<file path="src/rtl/mem_access_ctrl.sv">
// mem_access_ctrl: single-request SRAM access sequencer with programmable strobe wait states
module mem_access_ctrl #(
  parameter int WAIT_STATES = 2,
  parameter int ADDR_W = 20,
  parameter int DATA_W = 16
) (
  input  logic              Clk,
  input  logic              Reset,
  input  logic              req_rd,
  input  logic              req_wr,
  input  logic [ADDR_W-1:0] addr,
  input  logic [DATA_W-1:0] wdata,
  input  logic [1:0]        be,
  output logic [DATA_W-1:0] rdata,
  output logic              done,
  output logic              busy,
  output logic              req_err,
  output logic [ADDR_W-1:0] A,
  output logic              CE,
  output logic              UB,
  output logic              LB,
  output logic              OE,
  output logic              WE,
  input  logic [DATA_W-1:0] mem_dq_in,
  output logic [DATA_W-1:0] mem_dq_out,
  output logic              mem_dq_oe
);
  localparam logic [2:0] IDLE = 3'd0, RD_WAIT = 3'd1, RD_DONE = 3'd2,
                         WR_SETUP = 3'd3, WR_PULSE = 3'd4, WR_HOLD = 3'd5;
  localparam logic [3:0] LOAD = 4'(WAIT_STATES - 1);
  logic [2:0] state, nxt;
  logic [3:0] cnt;
  logic       acc;
  assign busy = state != IDLE;
  assign acc = state == IDLE && (req_rd || req_wr);
  // write wins when both requests arrive together
  always_comb
    nxt = state == IDLE     ? (req_wr ? WR_SETUP : req_rd ? RD_WAIT : IDLE) :
          state == RD_WAIT  ? (cnt == 4'd0 ? RD_DONE : RD_WAIT) :
          state == WR_SETUP ? WR_PULSE :
          state == WR_PULSE ? (cnt == 4'd0 ? WR_HOLD : WR_PULSE) : IDLE;
  // strobes are registered decodes of the next state so they change cleanly on the edge
  always_ff @(posedge Clk)
    if (!Reset) begin
      state <= IDLE;
      cnt <= 4'd0;
      A <= '0;
      CE <= 1'b1;
      UB <= 1'b1;
      LB <= 1'b1;
      OE <= 1'b1;
      WE <= 1'b1;
      mem_dq_oe <= 1'b0;
      mem_dq_out <= '0;
      rdata <= '0;
      done <= 1'b0;
      req_err <= 1'b0;
    end else begin
      state <= nxt;
      cnt <= (state == IDLE || state == WR_SETUP) ? LOAD : cnt == 4'd0 ? cnt : cnt - 4'd1;
      if (acc) A <= addr;
      UB <= nxt == IDLE ? 1'b1 : acc ? ~be[1] : UB;
      LB <= nxt == IDLE ? 1'b1 : acc ? ~be[0] : LB;
      if (state == IDLE && req_wr) mem_dq_out <= wdata;
      if (state == RD_WAIT && cnt == 4'd0) rdata <= mem_dq_in;
      CE <= !(nxt inside {RD_WAIT, WR_SETUP, WR_PULSE, WR_HOLD});
      OE <= nxt != RD_WAIT;
      WE <= nxt != WR_PULSE;
      mem_dq_oe <= nxt inside {WR_SETUP, WR_PULSE, WR_HOLD};
      done <= nxt == RD_DONE || nxt == WR_HOLD;
      req_err <= state == IDLE && req_rd && req_wr;
    end
endmodule

</file>
<file path="config.mk">
export PLATFORM = sky130hd
export DESIGN_NAME = mem_access_ctrl
export DESIGN_NICKNAME = d
export VERILOG_FILES = /design/src/rtl/mem_access_ctrl.sv
export SDC_FILE = /design/constraint.sdc
export NUM_CORES = 1
export LEC_CHECK = 0
export ABC_AREA = 1
export CORE_ASPECT_RATIO = 1.1
export CORE_MARGIN = 4
export CORE_UTILIZATION = 60
export CTS_CLUSTER_SIZE = 10
export DETAILED_ROUTE_END_ITERATION = 6
export DONT_BUFFER_PORTS = 1
export PLACE_DENSITY = 0.86
export SLEW_MARGIN = 5
export SYNTH_ARGS = -nofsm -noshare
export SYNTH_HDL_FRONTEND = slang
export SYNTH_SLANG_ARGS = --single-unit
</file>
<file path="constraint.sdc">
create_clock -name Clk -period 1.85 [get_ports Clk]
set_clock_uncertainty 0.05 [all_clocks]
set_input_delay 0.37 -clock Clk [delete_from_list [all_inputs] [get_ports Clk]]
set_output_delay 0.37 -clock Clk [all_outputs]
set_load 0.01 [all_outputs]
</file>
After elaboration in Yosys (flattened, before gate mapping)
Cells that the tools add are included.
{ "classes": {"mux": 10, "addsub": 1, "reduce_logical": 17, "div": 0, "n_eq_ne": 11, "bitwise": 3, "n_shift": 0, "n_mul": 0, "magnitude_cmp": 0} }
{ "ops": {"columns": ["operator", "count"], "rows": [
  ["$mux 3", 4],
  ["$eq 3x2->1 const B", 3],
  ["$eq 3x3->1 const B", 3],
  ["$eq 3x1->1 const B", 2],
  ["$logic_not 3->1", 2],
  ["$reduce_bool 3->1", 2],
  ["$logic_and 1x1->1", 5],
  ["$logic_not 4->1", 1],
  ["$mux 1", 4],
  ["$mux 2", 2],
  ["$reduce_bool 4->1", 1],
  ["$reduce_or 2->1", 2],
  ["$sub 4x1->4 const B", 1],
  ["$logic_or 1x1->1", 3],
  ["$ne 3x1->1 const B", 1],
  ["$ne 3x3->1 const B", 1],
  ["$not 1->1", 3],
  ["$ne 2x1->1 const B", 1],
  ["$logic_not 1->1", 1]
]} }
{ "totals": {"ram_bits": 0, "word_cells": 56, "n_memories": 0, "romBits": 0, "inputBits": 58, "out_inout_bits": 61, "register_bits": 67, "latchBits": 0} }

Longest topological paths before layout
Gate-level depths: netlist of the first run.
{ "logic_depth": {"word_depth": 9, "depth_mapped": 9, "ltp_nobuf": 9} }

Worst setup path before layout of the first run
OpenSTA, ideal clock, no wires.
{ "synth_timing": {"path_kind": "flip-flop to flip-flop", "start": "register cnt[0]", "end": "register LB", "arrival_ns": 1.160, "setup_time_ns": 0.122, "required_ns": 1.678, "setup_slack_ns": 0.518, "stages_incl_launch_ff": 9, "n_path_buf": 1, "cell_sequence": "dfxtp_1 -> inv_1 -> ha_1 -> nand2_2 -> nor2_4 -> inv_2 -> buf_6 -> nand4_2 -> nand3_1"} }
{ "synth_via": {"elab_chain_len": 8, "elab_cells_between_ends": 9, "cone_classes": "mux (6); reduce/logical (3)"} }
{ "synth_lines": {"columns": ["item", "line", "rtl"], "rows": [
  ["start, declared", "32", "logic [3:0] cnt;"],
  ["start signal, assigned", "60", "cnt <= (state == IDLE || state == WR_SETUP) ? LOAD : cnt == 4'd0 ? cnt : cnt - 4'd1;"],
  ["$logic_not 4->1 *", "39, 41", null],
  ["$mux 1", "41", "state == WR_PULSE ? (cnt == 4'd0 ? WR_HOLD : WR_PULSE) : IDLE;"],
  ["$mux 3", "41", null],
  ["$mux 3", "40", "state == WR_SETUP ? WR_PULSE :"],
  ["$mux 3 *", "39", "state == RD_WAIT ? (cnt == 4'd0 ? RD_DONE : RD_WAIT) :"],
  ["$mux 3 *", "38", "nxt = state == IDLE ? (req_wr ? WR_SETUP : req_rd ? RD_WAIT : IDLE) :"],
  ["$logic_not 3->1 *", "63", "LB <= nxt == IDLE ? 1'b1 : acc ? ~be[0] : LB;"],
  ["$reduce_or 2->1 (no source line) *", null, null],
  ["end signal, assigned", "63", null],
  ["end, declared", "21", "output logic LB,"]
]} }
Mark *: on every way between the ends. The rest lies on a longest branch, timed or not.
A chain may end at the register's enable or synchronous reset.

Final worst setup path of the first run
{ "layout_timing": {"start": "register cnt[0]", "end": "register rdata[9]"} }
{ "layout_via": {"elab_chain_len": 2} }
{ "layout_lines": {"columns": ["item", "line", "rtl"], "rows": [
  ["$logic_not 4->1", "65", "if (state == RD_WAIT && cnt == 4'd0) rdata <= mem_dq_in;"],
  ["$logic_and 1x1->1", "65", null],
  ["end signal, assigned", "65", null],
  ["end, declared", "14", "output logic [DATA_W-1:0] rdata,"]
]} }
No other way between the ends.

==> results.md, run 1 <==
Status:
- The flow ran to the end, and the final reports show no timing, DRC or antenna violations.

Worst setup path:
- Among the stages of the critical path, the cell type that occurs most often is nor2_1.
- For the worst setup path, the data required time is 2020 ps.
- The kind of launch point of the worst setup path is a flip-flop.
- The worst setup path is captured at a flip-flop.
- The critical path goes through inv_1 > ha_1 > nand2_2 > nor2_4 > inv_2 > nor2_1 > nor2_1.
- In this run the worst path has a maximum fanout of 21.
- The family of cells with the greatest summed delay on the critical path is simple AND/OR/NAND/NOR gates.
- The data arrival time of the worst path is 1820 ps.
- The worst setup path is of the flip-flop to flip-flop kind.
- The cell type of the slowest stage on the worst timing path is dfxtp_1.
- Counting both buffers and inverters, the worst setup path holds a total of 2.
- In this design, the stage delay of the slowest critical-path cell is 310 ps.

Logic synthesis:
- Yosys printed 0 warnings.
- Of the post-synthesis cell area, the dominant cell type holds 54.75%.
- The synthesized netlist cell count is 304.
- The net count after synthesis is 363.
- The post-synthesis sequential area ratio is 54.75%.
- The proportion of register bits with asynchronous set or reset after synthesis is 0%.
- In the post-synthesis netlist, the cell with the most instances is dfxtp_1.
- The combined area of all synthesized cells is 0.002450 mm^2.
- By count the netlist is led by 67 x dfxtp_1, 46 x nand2_1, 41 x a21oi_1, 36 x nor2_1, 34 x o21ai_0.
- The count of flip-flops with a built-in enable after synthesis is 0.
- After synthesis, the mean cell area works out to 8.059 um^2.
- The number of distinct library cells after synthesis is 25.
- Yosys attributes the largest share of cell area to dfxtp_1 55%, a21oi_1 8.4%, nand2_1 7.0%.
- The number of register bits inferred by synthesis is 67.
- Among all flip-flop cells after synthesis, the most frequent one is dfxtp_1.
- The cell taking the most area after synthesis is dfxtp_1.

Detailed routing:
- The via count is 1,887.
- The detailed-route vias per instance is 5.242.
- The wire length per cell after detailed routing is 14.55 um.
- The number of detailed-route iterations in the first pass is 5.
- Once detail routing completed, the nets flagged for antenna violations numbered 0.
- The total wire length is 5237 um.
- The detailed router's first-iteration violation count is 35.
- The count of unresolved DRC violations after routing is 0.

Finish:
- The utilization of the core after routing is 67.14%.
- The fraction of layout instances using a drive strength above 1 is 9.091%.
- The area growth from synthesis to layout is 8.631%.
- After filler insertion, the fill cell instance count of the layout stands at 347.
- The finished layout holds 360 standard cells, fillers aside.
- The final layout net count is 362.
- The count of inserted antenna diode cells is 0.

Placement:
- Routability-driven placement finished with a final weighted congestion of 0.8667.
- The number of placed instances with taps included is 344.
- Port buffering added 0 buffers.
- The total half-perimeter wirelength after legalization and detailed placement is 3803 um.

Pwr:
- Summing internal, switching and leakage power gives 5.106 mW.
- Across the VDD grid, the largest voltage drop is 1.271 mV.
- The leakage power is 1.122 nW.
- Dividing total power by cell area gives a power density of 1918 mW/mm^2.

Floorplan:
- The total die area is 0.005171 mm^2.
- The floorplan has 24 rows.
- The width of the die is 68.93 um.
- The effective utilization at floorplan is 61.81%.
- The core box area is 0.003964 mm^2.
- The number of primary I/O pins is 119.
- The die height is 75.02 um.

Timing:
- The worst pin sits at a relative slew slack of 52.36%.
- The final critical path takes up 89.32% of the cycle.
- Setup repair after global routing left no endpoint under its margin.
- In the final timing run, aggregate negative setup slack is 0 ps.
- The final setup violation count is 0.
- The minimum clock period after layout is 1652 ps.
- The final count of pins violating max slew is 0.
- The transition time of the tightest slew-check pin is 714.4 ps.
- The timing-limited maximum frequency is 0.6052 GHz.
- The number of endpoints with negative hold slack in the final report is 0.

CTS:
- The clock drives 67 sinks.
- In this run the number of H-tree levels came out at 3.
- The TritonCTS clock tree is built.
- Buffers added to address setup during post-CTS repair amount to 0.
- The hold-fix buffer count after cts is 0.
- Clock-pin slew was measured on the worst setup and hold paths at 70 ps.
- The buffer depth of the longest clock path is 2.
- The number of gates given a new drive strength after cts is 0.
- For the worst-skew pair, the clock arrives at the later sink with an insertion delay of 330 ps.
- Buffers inserted during clock tree synthesis total 9.
- The root buffer cell chosen for the clock tree is clkbuf_8.

GRT:
- The via count of the first global-routing pass came to 1,775.
- The pin count of the biggest net entering global routing is 43.
- The total overflow reported by the global router is 0.
- The overall global routing resource usage is 20.78%.
- The first global-routing pass estimated 7755 um of wire.
- The number of antenna violations at the first check in global routing came to 0.

Hold path:
- The class of the tightest hold or removal check is input port to flip-flop.

Run:
- The max-cap check violation count is 0.
## worst register-to-register path: stages, from the launching register on
cell	delay, ps
dfxtp_1	310
inv_1	80
ha_1	230
nand2_2	120
nor2_4	300
inv_2	230
nor2_1	160
nor2_1	70
## layout by cell type (no fill, tap or decap), drive strengths merged
master | Yosys | layout
a21oi | 41 | 41
nand2 | 47 | 47
or2 | 1 | 1
bufinv | 0 | 2
nand4 | 2 | 2
nand3 | 6 | 6
clkinv | 0 | 2
inv | 35 | 35
dfxtp | 67 | 67
nor2 | 39 | 39
and3 | 1 | 1
o21ai | 41 | 41
clkbuf | 4 | 12
ha | 1 | 1
xor2 | 1 | 1
nor3 | 3 | 3
xnor2 | 2 | 2
buf | 13 | 5
## final cells by class
cell class	count	area (um^2)	area share, %
clock inverters	4	73.82	2.774
inverters	35	131.4	4.937
well taps	52	65.06	2.445
multi-input cells	185	867.1	32.58
clock buffers	12	145.1	5.454
flip-flops and latches	67	1341	50.40
repair buffers	5	37.54	1.410
## metrics by stage
stage	worst slack [ps]	hold slack, ps	area, um^2
finish	197.6	88.14	2661
detailed placement	201.9	416.8	2442
floorplan	518.5	406.5	2450
CTS	187.3	60.55	2661
global route	19.57	71.06	2661
global placement	255.6	411.8	2442
## registers in the layout, summed over array words and instances, names as in the netlist
register	cells
LB	1
UB	1
req_err	1
A	20
WE	1
rdata	16
mem_dq_oe	1
OE	1
state	3
mem_dq_out	16
done	1
CE	1
cnt	4
## path summary, 6_finish.rpt
| path | startpoint | endpoint | slack [ps] | cells past startpoint |
|---|---|---|---|---|
| max | cnt[0] | rdata[9] | 200 | 7 |
| max reg2reg | cnt[0] | rdata[9] | 200 | 7 |
| min reg2reg | A[19] | A[19] | 440 | 2 |
| min | Reset | UB | 90 | 1 |
## kinds of logic after synthesis
family	share of synthesized area, %
xor gates and xnor gates	1.073
and+or+nand+nor	16.91
AOI/OAI and AO/OA	16.91
buffers and inverters	9.857
adders and majority gates	0.5106
DFF	54.75
## report_power, final
group	switching, mW	internal (mW)
logic	0.871	0.469
clock network	0.514	0.797
registers	0.520	1.93
total	1.90	3.20
## layer usage
layer | GRT usage (%) | routed length, um | vias to the layer above | share of wire (%)
met2 | 33.79 | 2594 | 91 | 50
met5 | 0 | 0 | - | 0
li1 | - | - | 969 | -
met1 | 21.95 | 1842 | 818 | 35
met3 | 8.806 | 689 | 9 | 13
met4 | 13.20 | 110 | 0 | 2.1
Power figures use the tool's default switching activity.
==> run 2: changes to the inputs <==
--- a/config.mk
+++ b/config.mk
@@ -7,7 +7,7 @@
 export LEC_CHECK = 0
 export ABC_AREA = 1
 export CORE_ASPECT_RATIO = 1.1
-export CORE_MARGIN = 4
+export CORE_MARGIN = 10
 export CORE_UTILIZATION = 60
 export CTS_CLUSTER_SIZE = 10
 export DETAILED_ROUTE_END_ITERATION = 6
==> run 2 against run 1 <==
Final area shrank 1.6%; core utilization fell by 1.1 points; non-clock buffer count is 1 lower; first-iteration DRC count rose by 110%; total power decreased by 4.7%; die area up 36%; register-to-register slack is essentially flat; flip-flop and latch count stayed put; critical path type unchanged; critical endpoint is now rdata[15]; largest cell class unchanged; highest routed layer unchanged.
==> results.md, run 2 (synthesis gave the netlist of run 1 again) <==
Placement:
- The total half-perimeter wirelength after legalization and detailed placement is 4465 um (was 3803 um).
- The number of placed instances with taps included was 343 (was 344).
- The final RePlAce weighted congestion is 0.8250 (was 0.8667).
- The number of I/O port buffers was 0 (unchanged).

Timing:
- Setup repair after global routing missed its margin: false (unchanged).
- The headroom to the max-slew limit is 42.64% (was 52.36%).
- The final hold slack was 96.31 ps (was 88.14 ps).
- The number of endpoints with negative hold slack in the final report is 0 (unchanged).
- The aggregate negative setup slack came to 0 ps (unchanged).
- The final count of pins violating max slew was 0 (unchanged).
- The final setup violation count came to 0 (unchanged).
- The minimum clock period after layout was 1648 ps (was 1652 ps).
- The post-route fraction of the period consumed by the critical path was 89.10% (was 89.32%).
- The transition time of the tightest slew-check pin is 860.2 ps (was 714.4 ps).
- The timing-limited maximum frequency is 0.6066 GHz (was 0.6052 GHz).

Detailed routing:
- The number of antenna-violating nets in the routed design came to 0 (unchanged).
- The wire length per cell after detailed routing is 16.27 um (was 14.55 um).
- The total wire length came to 5842 um (was 5237 um).
- The detailed-route vias per instance is 5.170 (was 5.242).
- The detailed router's first-iteration violation count is 73 (was 35).
- The count of unresolved DRC violations after routing is 0 (unchanged).
- The via count is 1,856 (was 1,887).
- The number of detailed-route iterations in the first pass is 4 (was 5).

Finish:
- The fraction of layout instances using a drive strength above 1 came to 8.795% (was 9.091%).
- The count of inserted antenna diode cells is 0 (unchanged).
- The final layout net count is 361 (was 362).
- The most common cell after layout, fill and taps aside is dfxtp_1 (unchanged).
- The most flop-heavy register is A (unchanged).
- Registers with the most flip-flops: A: 20 flops, mem_dq_out: 16 flops, rdata: 16 flops (unchanged).
- Highest-count cells in the layout ignoring fill and taps: 67 x dfxtp_1, 46 x nand2_1, 41 x a21oi_1 (unchanged).
- The flip-flop count of the largest register, all copies and words added is 20 (unchanged).
- The non-filler instance count after layout was 359 (was 360).
- The area growth from synthesis to layout is 6.895% (was 8.631%).

GRT:
- The via count of the first global-routing pass is 1,832 (was 1,775).
- The wire length of the first global-routing pass is 9039 um (was 7755 um).
- The pin count of the biggest net entering global routing came to 43 (unchanged).
- The number of antenna violations at the first check in global routing was 0 (unchanged).
- The overall global routing resource usage was 16.29% (was 20.78%).
- The total overflow reported by the global router is 0 (unchanged).

Pwr:
- The power per cell area is 1858 mW/mm^2 (was 1918 mW/mm^2).
- The leakage power is 1.098 nW (was 1.122 nW).
- The total power draw is 4.867 mW (was 5.106 mW).
- The peak supply drop is 1.273 mV (was 1.271 mV).

CTS:
- The clock-pin slew on the worst setup and hold paths is 70 ps (about the same).
- The post-CTS setup repair buffer count is 0 (unchanged).
- The hold-fix buffer count after cts is 0 (unchanged).
- The cell at the root of the clock tree is clkbuf_8 (unchanged).
- The number of gates given a new drive strength after cts was 0 (unchanged).
- The TritonCTS clock tree is built (unchanged).
- The buffer depth of the longest clock path is 2 (unchanged).
- The total clock buffers created by CTS came to 9 (unchanged).
- The number of H-tree levels is 3 (unchanged).
- The clock insertion delay at the later pin of the skew report is 320 ps (was 330 ps).
- The number of sinks handled by clock tree synthesis is 67 (unchanged).

Floorplan:
- The width of the die came to 80.93 um (was 68.93 um).
- The core box area came to 0.003964 mm^2 (unchanged).
- The number of primary I/O pins is 119 (unchanged).
- The total die area is 0.007042 mm^2 (was 0.005171 mm^2).
- The standard-cell row count is 24 (unchanged).
- The effective utilization at floorplan is 61.81% (unchanged).
- The die height is 87.02 um (was 75.02 um).

Worst setup path:
- The kind of launch point of the worst setup path was a flip-flop (unchanged).
- The top fanout value on the critical path is 21 (unchanged).
- The kind of critical path is flip-flop to flip-flop (unchanged).
- The data arrival time of the worst path is 1820 ps (about the same).
- The type of element capturing the critical path is a flip-flop (unchanged).
- The required arrival time at the worst endpoint is 2020 ps (about the same).

Hold path:
- The class of the tightest hold or removal check was input port to flip-flop (unchanged).

Status:
- Outcome: finished, final reports clean (unchanged).

Run:
- The max-cap check violation count was 0 (unchanged).
[run 2: cell count changes in the layout (fill, tap and decap cells not counted)]
cell,before,now
buf_4,5,3
bufinv_16,2,0
buf_12,0,1
clkinv_2,1,2
clkinvlp_4,0,1
[run 2: critical path, cell delays in order (launching register included)]
cell,delay (ps)
dfxtp_1,310
inv_1,80
ha_1,220
nand2_2,120
nor2_4,300
inv_2,230
nor2_1,160
nor2_1,60
[run 2: worst paths after layout]
check	slack, ps	to	cells after the start	from
min reg2reg	450	A[13]	2	A[13]
min	100	UB	1	Reset
max reg2reg	200	rdata[15]	7	cnt[0]
max	200	rdata[15]	7	cnt[0]
[run 2: area by class of cell]
type                    instances  area (um^2)
clock inverters                 4        26.28
repair buffers                  4        42.54
flip-flops and latches         67         1341
multi-input cells             185        867.1
inverters                      35        131.4
fillers                       324         1345
well taps                      52        65.06
clock buffers                  12        145.1
[run 2: where the power goes]
part / switching [mW] / internal [mW] / total, mW
Sequential: 0.544 / 1.93 / 2.48
Combinational: 0.879 / 0.485 / 1.36
Clock: 0.504 / 0.521 / 1.03
Total: 1.93 / 2.94 / 4.87
[run 2: per-layer routing]
layer | vias up | GRT usage, % | share of wire, %
met5 | - | 0 | 0
met4 | 0 | 4.252 | 0.43
met3 | 5 | 11.67 | 16
met2 | 84 | 26.16 | 48
met1 | 804 | 16.68 | 36
li1 | 963 | - | -
[run 2: stage by stage]
step / cell area (um^2) / util, % / setup slack, ps
CTS: 2619 / 66.07 / 175.3
global placement: 2447 / 61.74 / 218.1
floorplan: 2450 / - / 518.5
global route: 2619 / 66.07 / 15.76
detailed placement: 2447 / 61.74 / 169.9
finish: 2619 / 66.07 / 201.6
==> run 3: changes to the inputs <==
--- a/config.mk
+++ b/config.mk
@@ -12,7 +12,8 @@
 export CTS_CLUSTER_SIZE = 10
 export DETAILED_ROUTE_END_ITERATION = 6
 export DONT_BUFFER_PORTS = 1
-export PLACE_DENSITY = 0.86
+export GPL_TIMING_DRIVEN = 0
+export PLACE_DENSITY_LB_ADDON = 0.05
 export SLEW_MARGIN = 5
 export SYNTH_ARGS = -nofsm -noshare
 export SYNTH_HDL_FRONTEND = slang
==> run 3 against run 2 <==
First-iteration DRC count grew 22%; count of clock-buffer cells in the layout is the same; routed wire length grew 3.6%; register-to-register slack gained 130 ps; non-clock buffer count grew 13; sequential share of layout area shrank 0.98 points; sequential power is essentially flat; cell count grew 2.5%; via count grew 3.6%; maximum frequency grew 8.7%; clock power is essentially flat; flip-flop and latch count is the same.
==> results.md, run 3 (synthesis gave the netlist of run 1 again) <==
Status:
- Outcome: finished, final reports clean (unchanged).

CTS:
- The number of gates given a new drive strength after cts is 0 (unchanged).
- The hold-fix buffer count after cts is 0 (unchanged).
- The clock-pin slew on the worst setup and hold paths is 60 ps (was 70 ps).
- The buffer depth of the longest clock path is 2 (unchanged).
- The number of H-tree levels is 3 (unchanged).
- The clock insertion delay at the later pin of the skew report is 330 ps (was 320 ps).
- The number of sinks handled by clock tree synthesis came to 67 (unchanged).
- The cell at the root of the clock tree was clkbuf_8 (unchanged).
- The post-CTS setup repair buffer count was 0 (unchanged).
- The total clock buffers created by CTS was 9 (unchanged).
- The TritonCTS clock tree is built (unchanged).

Finish:
- The most flop-heavy register is A (unchanged).
- The area growth from synthesis to layout was 8.989% (was 6.895%).
- The utilization of the core after routing was 67.36% (was 66.07%).
- The flip-flop count of the largest register, all copies and words added was 20 (unchanged).
- The summed area of non-filler cells in the final layout is 0.002670 mm^2 (was 0.002619 mm^2).
- Highest-count cells in the layout ignoring fill and taps: 67 x dfxtp_1, 46 x nand2_1, 41 x a21oi_1 (unchanged).
- Registers with the most flip-flops: A: 20 flops, mem_dq_out: 16 flops, rdata: 16 flops (unchanged).
- The fraction of layout instances using a drive strength above 1 is 10.13% (was 8.795%).
- The count of inserted antenna diode cells is 0 (unchanged).
- The number of inserted filler cells in the final layout is 359 (was 324).
- The final layout net count is 374 (was 361).
- The most common cell after layout, fill and taps aside is dfxtp_1 (unchanged).

Pwr:
- The peak supply drop is 0.8598 mV (was 1.273 mV).
- The leakage power came to 1.131 nW (was 1.098 nW).
- The power per cell area is 1857 mW/mm^2 (was 1858 mW/mm^2).

Timing:
- The headroom to the max-slew limit is 72.25% (was 42.64%).
- The post-route fraction of the period consumed by the critical path was 81.98% (was 89.10%).
- The aggregate negative setup slack is 0 ps (unchanged).
- The final setup violation count came to 0 (unchanged).
- The timing-limited maximum frequency is 0.6593 GHz (was 0.6066 GHz).
- The least setup slack across all paths after layout is 333.3 ps (was 201.6 ps).
- The minimum clock period after layout is 1517 ps (was 1648 ps).
- The transition time of the tightest slew-check pin came to 416.2 ps (was 860.2 ps).
- The number of endpoints with negative hold slack in the final report is 0 (unchanged).
- The final count of pins violating max slew is 0 (unchanged).
- The final hold slack was 100.9 ps (was 96.31 ps).
- Setup repair after global routing missed its margin: false (unchanged).

Floorplan:
- The die height is 87.02 um (unchanged).
- The width of the die was 80.93 um (unchanged).
- The standard-cell row count came to 24 (unchanged).
- The number of primary I/O pins is 119 (unchanged).
- The total die area is 0.007042 mm^2 (unchanged).
- The core box area is 0.003964 mm^2 (unchanged).
- The effective utilization at floorplan is 61.81% (unchanged).

Worst setup path:
- The reg-to-reg endpoint is UB (was rdata[15]).
- The top fanout value on the critical path is 10 (was 21).
- The type of element capturing the critical path is a flip-flop (unchanged).
- The cell type of the slowest stage on the worst timing path is dfxtp_1 (unchanged).
- Ordered cell list for the critical path: inv_1 > ha_1 > nand2_2 > nor2_4 > inv_2 > buf_6 > nand4_2 > nand3_1 (was inv_1 > ha_1 > nand2_2 > nor2_4 > inv_2 > nor2_1 > nor2_1).
- The setup slack of the worst register-to-register path was 330 ps (was 200 ps).
- The kind of critical path is flip-flop to flip-flop (unchanged).
- The required arrival time at the worst endpoint is 2010 ps (was 2020 ps).
- The timing endpoint of the critical path is UB (was rdata[15]).
- The launch point of the worst reg-to-reg path was cnt[0] (unchanged).
- The kind of launch point of the worst setup path is a flip-flop (unchanged).
- The launching instance or port of the critical path was cnt[0] (unchanged).
- The data arrival time of the worst path came to 1680 ps (was 1820 ps).
- The cell depth of the worst flop-to-flop path is 8 (was 7).
- The maximum cell stage delay along the critical path is 310 ps (about the same).

Detailed routing:
- The detailed router's first-iteration violation count is 89 (was 73).
- The wire length per cell after detailed routing is 16.45 um (was 16.27 um).
- The via count is 1,922 (was 1,856).
- The detailed-route vias per instance is 5.223 (was 5.170).
- The number of detailed-route iterations in the first pass is 4 (unchanged).
- The number of antenna-violating nets in the routed design is 0 (unchanged).
- The total wire length is 6052 um (was 5842 um).
- The count of unresolved DRC violations after routing is 0 (unchanged).

GRT:
- The total overflow reported by the global router is 0 (unchanged).
- The number of antenna violations at the first check in global routing came to 0 (unchanged).
- The via count of the first global-routing pass is 2,022 (was 1,832).
- The wire length of the first global-routing pass was 9784 um (was 9039 um).
- The pin count of the biggest net entering global routing was 11 (was 43).
- The overall global routing resource usage was 17.83% (was 16.29%).

Placement:
- The number of I/O port buffers is 0 (unchanged).
- The total half-perimeter wirelength after legalization and detailed placement is 4718 um (was 4465 um).
- The post-place setup slack is 333.0 ps (was 169.9 ps).
- The post-place instance area is 0.002515 mm^2 (was 0.002447 mm^2).
- The final RePlAce weighted congestion is 0.8057 (was 0.8250).

Run:
- The max-cap check violation count is 0 (unchanged).

Hold path:
- The class of the tightest hold or removal check is input port to flip-flop (unchanged).
==> run 3: layout make-up <==
cell class,instances,area [um^2],area share (%)
Buffer,17,110.1,4.124
Clock buffer,12,155.1,5.811
Inverter,35,131.4,4.920
Multi-Input combinational cell,185,867.1,32.47
Sequential cell,67,1341,50.23
Tap cell,52,65.06,2.437
==> run 3: worst max-delay path, delay by kind of cell, from the launching register on <==
kind / cells / cell delay, ps
buf+inv: 3 / 310
simple gates: 4 / 500
flops: 1 / 310
fa+ha+maj: 1 / 240
==> run 3: where the power goes <==
| part | switching (mW) | internal, mW |
|---|---|---|
| sequential | 0.537 | 1.94 |
| clock | 0.472 | 0.530 |
| combinational | 0.925 | 0.558 |
| total | 1.93 | 3.02 |
==> run 3: per-stage QoR <==
stage	cells	power [mW]
detailed placement	356	4.015
global route	368	5.361
finish	368	4.959
CTS	368	5.014
global placement	356	3.963
floorplan	304	3.605
==> run 3: worst min-delay path by stage <==
stage               slack [ps]  startpoint  cells past startpoint  endpoint
detailed placement         430      cnt[1]                      2    cnt[1]
floorplan                  410      cnt[1]                      2    cnt[1]
finish                     100      req_rd                      2   req_err
CTS                         90      req_rd                      2   req_err
global placement           420      cnt[1]                      2    cnt[1]
global route               110      req_rd                      2   req_err
==> run 3: metal layers <==
metal  global-route usage [%]  part of all wire (%)
met1                    18.08                    38
met2                    27.68                    45
met3                    10.64                    15
met4                    10.39                   2.1
met5                        0                     0
